File: config.mk
export PLATFORM = sky130hd
export DESIGN_NAME = fwd_hazard_unit
export DESIGN_NICKNAME = d
export VERILOG_FILES = /design/src/rtl/fwd_pkg.sv /design/src/rtl/fwd_match.sv /design/src/rtl/fwd_hazard_unit.sv
export SDC_FILE = /design/constraint.sdc
export NUM_CORES = 1
export LEC_CHECK = 0
export CAP_MARGIN = 10
export CELL_PAD_IN_SITES_DETAIL_PLACEMENT = 2
export CELL_PAD_IN_SITES_GLOBAL_PLACEMENT = 2
export CORE_MARGIN = 4
export CORE_UTILIZATION = 34
export CTS_BUF_LIST = sky130_fd_sc_hd__clkbuf_2
export DETAILED_ROUTE_END_ITERATION = 10
export PLACE_DENSITY = 0.95
export SYNTH_ARGS = -nofsm -noshare
export SYNTH_HDL_FRONTEND = slang
export SYNTH_HIERARCHICAL = 1
export SYNTH_SLANG_ARGS = --single-unit
File: constraint.sdc
create_clock -name clk_i -period 4.9 [get_ports clk_i]
set_input_delay 1.47 -clock clk_i [delete_from_list [all_inputs] [get_ports clk_i]]
set_output_delay 1.47 -clock clk_i [all_outputs]
set_load 0.005 [all_outputs]
File: src/rtl/fwd_pkg.sv
// ============================================================================
// Module      : fwd_pkg
// Description : Shared types and helpers for the forwarding / hazard unit.
// Revision    : 1.0 - initial release
// ============================================================================
`default_nettype none

package fwd_pkg;

    // Widest register index the shadow entry can hold; narrower indices are zero-extended.
    localparam int c_RD_MAX_W = 8;

    // Select value meaning "read the register file".
    localparam int SEL_RF = 0;

    typedef struct packed {
        logic                  valid;
        logic                  wb;
        logic                  load;
        logic [c_RD_MAX_W-1:0] rd;
    } shadow_entry_t;

    function automatic int sel_w(input int depth);
        return $clog2(depth + 1);
    endfunction

endpackage

`default_nettype wire

File: src/rtl/fwd_match.sv
// ============================================================================
// Module      : fwd_match
// Description : Youngest-match priority select over the shadow stages for one
//               source operand, plus its load-use hazard flag.
// Revision    : 1.0 - initial release
// ============================================================================
`default_nettype none

module fwd_match
    import fwd_pkg::*;
#(
    parameter int REG_W    = 5,
    parameter int DEPTH    = 2,
    parameter int LOAD_LAT = 2,
    parameter int SEL_W    = 2
) (
    input  logic [DEPTH*$bits(shadow_entry_t)-1:0] i_entries,
    input  logic [REG_W-1:0]                       i_rs,
    output logic [SEL_W-1:0]                       o_sel,
    output logic                                   o_load_hazard
);

    localparam int c_ENT_W = $bits(shadow_entry_t);

    shadow_entry_t         w_ent [DEPTH];
    logic [c_RD_MAX_W-1:0] w_rs_ext;

    assign w_rs_ext = c_RD_MAX_W'(i_rs);

    genvar g;
    generate
        for (g = 0; g < DEPTH; g++) begin : g_unpack
            assign w_ent[g] = i_entries[g*c_ENT_W +: c_ENT_W];
        end
    endgenerate

    // Scan oldest to youngest so the youngest match is the last one written.
    always_comb begin
        o_sel         = SEL_W'(SEL_RF);
        o_load_hazard = 1'b0;
        for (int k = DEPTH - 1; k >= 0; k--) begin
            if (w_ent[k].valid && w_ent[k].wb && (w_ent[k].rd != '0) &&
                (w_ent[k].rd == w_rs_ext)) begin
                o_sel         = SEL_W'(k + 1);
                o_load_hazard = w_ent[k].load && ((k + 1) < LOAD_LAT);
            end
        end
    end

endmodule

`default_nettype wire

File: src/rtl/fwd_hazard_unit.sv
// ============================================================================
// Module      : fwd_hazard_unit
// Description : Shadow destination pipeline with per-operand forwarding select
//               and load-use stall. Optional macro FWD_STALL_CNT_EN adds a
//               saturating stall-cycle counter output.
// Revision    : 1.0 - initial release
// ============================================================================
`default_nettype none

module fwd_hazard_unit
    import fwd_pkg::*;
#(
    parameter  int REG_W    = 5,
    parameter  int NUM_SRC  = 2,
    parameter  int DEPTH    = 2,
    parameter  int LOAD_LAT = 2,
    localparam int SEL_W    = sel_w(DEPTH)
) (
    input  logic                     clk_i,
    input  logic                     rst_i,
    input  logic                     issue_valid_i,
    input  logic [REG_W-1:0]         issue_rd_i,
    input  logic                     issue_wb_i,
    input  logic                     issue_load_i,
    input  logic [NUM_SRC*REG_W-1:0] rs_i,
    input  logic                     hold_i,
    input  logic                     flush_i,
    output logic [NUM_SRC*SEL_W-1:0] sel_o,
    output logic                     stall_o
`ifdef FWD_STALL_CNT_EN
    ,
    output logic [31:0]              stall_cnt_o
`endif
);

    localparam int c_ENT_W = $bits(shadow_entry_t);

    generate
        if (REG_W > c_RD_MAX_W) begin : g_chk_reg_w
            $error("REG_W exceeds shadow entry rd width");
        end
    endgenerate

    shadow_entry_t              r_stage [DEPTH];
    shadow_entry_t              w_issue;
    logic [DEPTH*c_ENT_W-1:0]   w_entries;
    logic [NUM_SRC-1:0]         w_haz;

    genvar g;
    generate
        for (g = 0; g < DEPTH; g++) begin : g_flat
            assign w_entries[g*c_ENT_W +: c_ENT_W] = r_stage[g];
        end

        for (g = 0; g < NUM_SRC; g++) begin : g_src
            fwd_match #(
                .REG_W    (REG_W),
                .DEPTH    (DEPTH),
                .LOAD_LAT (LOAD_LAT),
                .SEL_W    (SEL_W)
            ) u_match (
                .i_entries     (w_entries),
                .i_rs          (rs_i[g*REG_W +: REG_W]),
                .o_sel         (sel_o[g*SEL_W +: SEL_W]),
                .o_load_hazard (w_haz[g])
            );
        end
    endgenerate

    assign stall_o = (|w_haz) && !flush_i;

    // A stalled issue is replaced by a bubble; the ID instruction retries.
    always_comb begin
        w_issue = '0;
        if (issue_valid_i && !stall_o) begin
            w_issue.valid = 1'b1;
            w_issue.wb    = issue_wb_i;
            w_issue.load  = issue_load_i;
            w_issue.rd    = c_RD_MAX_W'(issue_rd_i);
        end
    end

    always_ff @(posedge clk_i or negedge rst_i) begin
        if (!rst_i) begin
            for (int i = 0; i < DEPTH; i++) r_stage[i] <= '0;
        end else if (flush_i) begin
            for (int i = 0; i < DEPTH; i++) r_stage[i] <= '0;
        end else if (!hold_i) begin
            for (int i = DEPTH - 1; i > 0; i--) r_stage[i] <= r_stage[i-1];
            r_stage[0] <= w_issue;
        end
    end

`ifdef FWD_STALL_CNT_EN
    logic [31:0] r_stall_cnt;

    always_ff @(posedge clk_i or negedge rst_i) begin
        if (!rst_i) begin
            r_stall_cnt <= '0;
        end else if (stall_o && !hold_i && !flush_i && (r_stall_cnt != 32'hFFFF_FFFF)) begin
            r_stall_cnt <= r_stall_cnt + 32'd1;
        end
    end

    assign stall_cnt_o = r_stall_cnt;
`endif

endmodule

`default_nettype wire

==> results.yml <==
timing:
  finalCriticalPeriod_ps: 4800
  fin_skew_ps: 6.23
  post-route-period-util_pct: 97.9
  max_freq_mhz: 208
  fin_hold_ws_ps: 589
  setup-violations-final: 0
  maxSlewHeadroom_pct: 50.6
  worst_pin_slew_ps: 738
  slew_viol_final: 0
  rsz0062_at_grt: "no"
  hold_viol_final: 0
die:
  start_util_pct: 37.0
  die_h_um: 63.7
  io-pin-count: 27
  dieArea_um2: 4060
  dieWidth_um: 63.7
  core_um2: 2850
  placementRows: 19
hold_path:
  worst_hold_path_type: "register to register"
global_route:
  grtUsageTotal_pct: 18.5
  grt_pass1_wl_mm: 5.79
  grt_max_degree: 17
  antenna_found_initial: 0
  grt_overflow_total: 0
  grt_pass1_vias: 1116
routing:
  drt-total-wl_mm: 3.43
  wl_per_cell_um: 19.1
  antenna_left: 0
  vias: 941
  first_pass_iters: 4
  drt-initial-drc-count: 33
  drc: 0
  viasPerCell: 5.26
finish:
  fin_nets: 171
  drive_gt1_share_pct: 17.6
  multiInputGateArea_um2: 691
  reg_top3: "r_stage: 15 flops"
  final_util_pct: 52.0
  n_antenna_cell: 0
  nFillCells: 306
  seqCellArea_um2: 375
  top_register: "r_stage"
  area_growth_pct: 40.7
  final_cell_area_um2: 1480
  largest_reg_flops: 15
placed_design:
  port_buffers: 26
  placed_cell_area_um2: 1400
  place_hpwl_mm: 2.80
  place.gp.congestion: 0.743
clock_network:
  cts.clk_slew.worst_paths_ps: 130
  clockBufferDepth: 2
  cts_root_buf: "clkbuf_2"
  h-tree-depth: 1
  cts_made_buffers: 3
  clock_latency_ps: 270
  cts_sinks: 15
  cts_tree: "done"
setup_path:
  critical_path_required_ps: 3430
  critical-path-slowest-cell: "clkdlybuf4s50_1"
  arrival_ps: 3330
  critical_path.startpoint_type: "input port"
  critPathTopFamily: "buffers and inverters"
  slowest_delay_ps: 500
  crit_fanout: 4
  crit_type: "input port to primary output"
  crit_path_end_kind: "primary output"
  crit_chain: "clkdlybuf4s50_1, nor2_1, o41ai_2, a2111oi_4, buf_4, buf_4, clkdlybuf4s50_1"
  critPathBufInv: 4
power:
  power.density_nw_per_um2: 172
  p_leak_nw: 0.694
  peakVddDrop_mv: 0.107
synthesis:
  avgSynthCellArea_um2: 10.4
  synth_warnings: 6
  synthCells: 101
  syn-cell-area_um2: 1050
job:
  max-cap-violations: 0
run_status:
  status: "completed"
worst reg2reg max path, delay by kind of cell, from the launching register on:
family / cells / cell delay (ps)
flops: 1 / 610
compound gates: 2 / 640
buf+inv: 2 / 330
xor+xnor: 1 / 160
simple gates: 3 / 350
path summary, 6_finish.rpt:
kind | endpoint | cells after the start | startpoint | slack [ps]
setup reg to reg | r_stage[21]$_DFFE_PN0P_ | 8 | r_stage[13]$_DFFE_PN0P_ | 2710
max in group asynchronous | r_stage[4]$_DFFE_PN0P_ | 1 | rst_i | 2890
hold / removal | r_stage[21]$_DFFE_PN0P_ | 1 | r_stage[21]$_DFFE_PN0P_ | 590
hold reg to reg | r_stage[21]$_DFFE_PN0P_ | 1 | r_stage[21]$_DFFE_PN0P_ | 590
setup / recovery | sel_o[0] | 7 | rs_i[4] | 100
min in group asynchronous | r_stage[12]$_DFFE_PN0P_ | 1 | rst_i | 1580
per-stage QoR:
step                total power, mW  worst slack [ps]  instances  setup TNS, ps
global placement              0.193             -75.0        172          -75.0
finish                        0.255               104        179              0
floorplan                     0.168               906        112              0
CTS                           0.257              1.16        178              0
global route                  0.272              1.57        179              0
detailed placement            0.197              -186        172           -186
layout make-up:
cell class                      instances  area share (%)
Clock buffer                            4            1.35
Inverter                                1           0.253
Multi-Input combinational cell         91            46.5
Sequential cell                        15            25.3
Tap cell                               31            2.61
Timing Repair Buffer                   37            23.9
per-layer routing:
metal  GRT usage, %  wire, um
met5              0         0
met4           4.31        43
met3           3.73       144
met2           34.4      1820
met1           21.4      1420
layout by cell type (no fill, tap or decap):
| cell | n |
|---|---|
| nor2_1 | 11 |
| a21oi_1 | 2 |
| nor3_1 | 2 |
| dlygate4sd2_1 | 2 |
| nand3_1 | 2 |
| xnor2_2 | 2 |
| dfrtp_1 | 15 |
| nor4_1 | 4 |
| or4_1 | 2 |
| nor2b_1 | 2 |
| buf_4 | 11 |
| xnor2_1 | 14 |
| nand2_1 | 4 |
| and2_4 | 2 |
| a2111oi_4 | 2 |
| clkdlybuf4s50_1 | 18 |
| mux2i_1 | 7 |
| dlymetal6s2s_1 | 6 |
| a32o_1 | 8 |
| clkbuf_2 | 4 |
| conb_1 | 12 |
| nand4_1 | 4 |
| nor2b_4 | 1 |
| and2b_1 | 6 |
| o41ai_2 | 2 |
| inv_1 | 1 |
| nor2_2 | 2 |
power by group:
| group | switching [mW] | total [mW] | internal (mW) |
|---|---|---|---|
| logic | 0.0270 | 0.0611 | 0.0341 |
| clock network | 0.0375 | 0.0591 | 0.0216 |
| registers | 0.00741 | 0.135 | 0.128 |
| total | 0.0719 | 0.255 | 0.183 |
timing repair:
action,in CTS,in global routing
setup buffers,2,1
setup endpoints to repair,1,3
hold buffers,0,0
pin swaps,4,3
gates resized for setup,6,7
(Power assumes the default switching activity.)
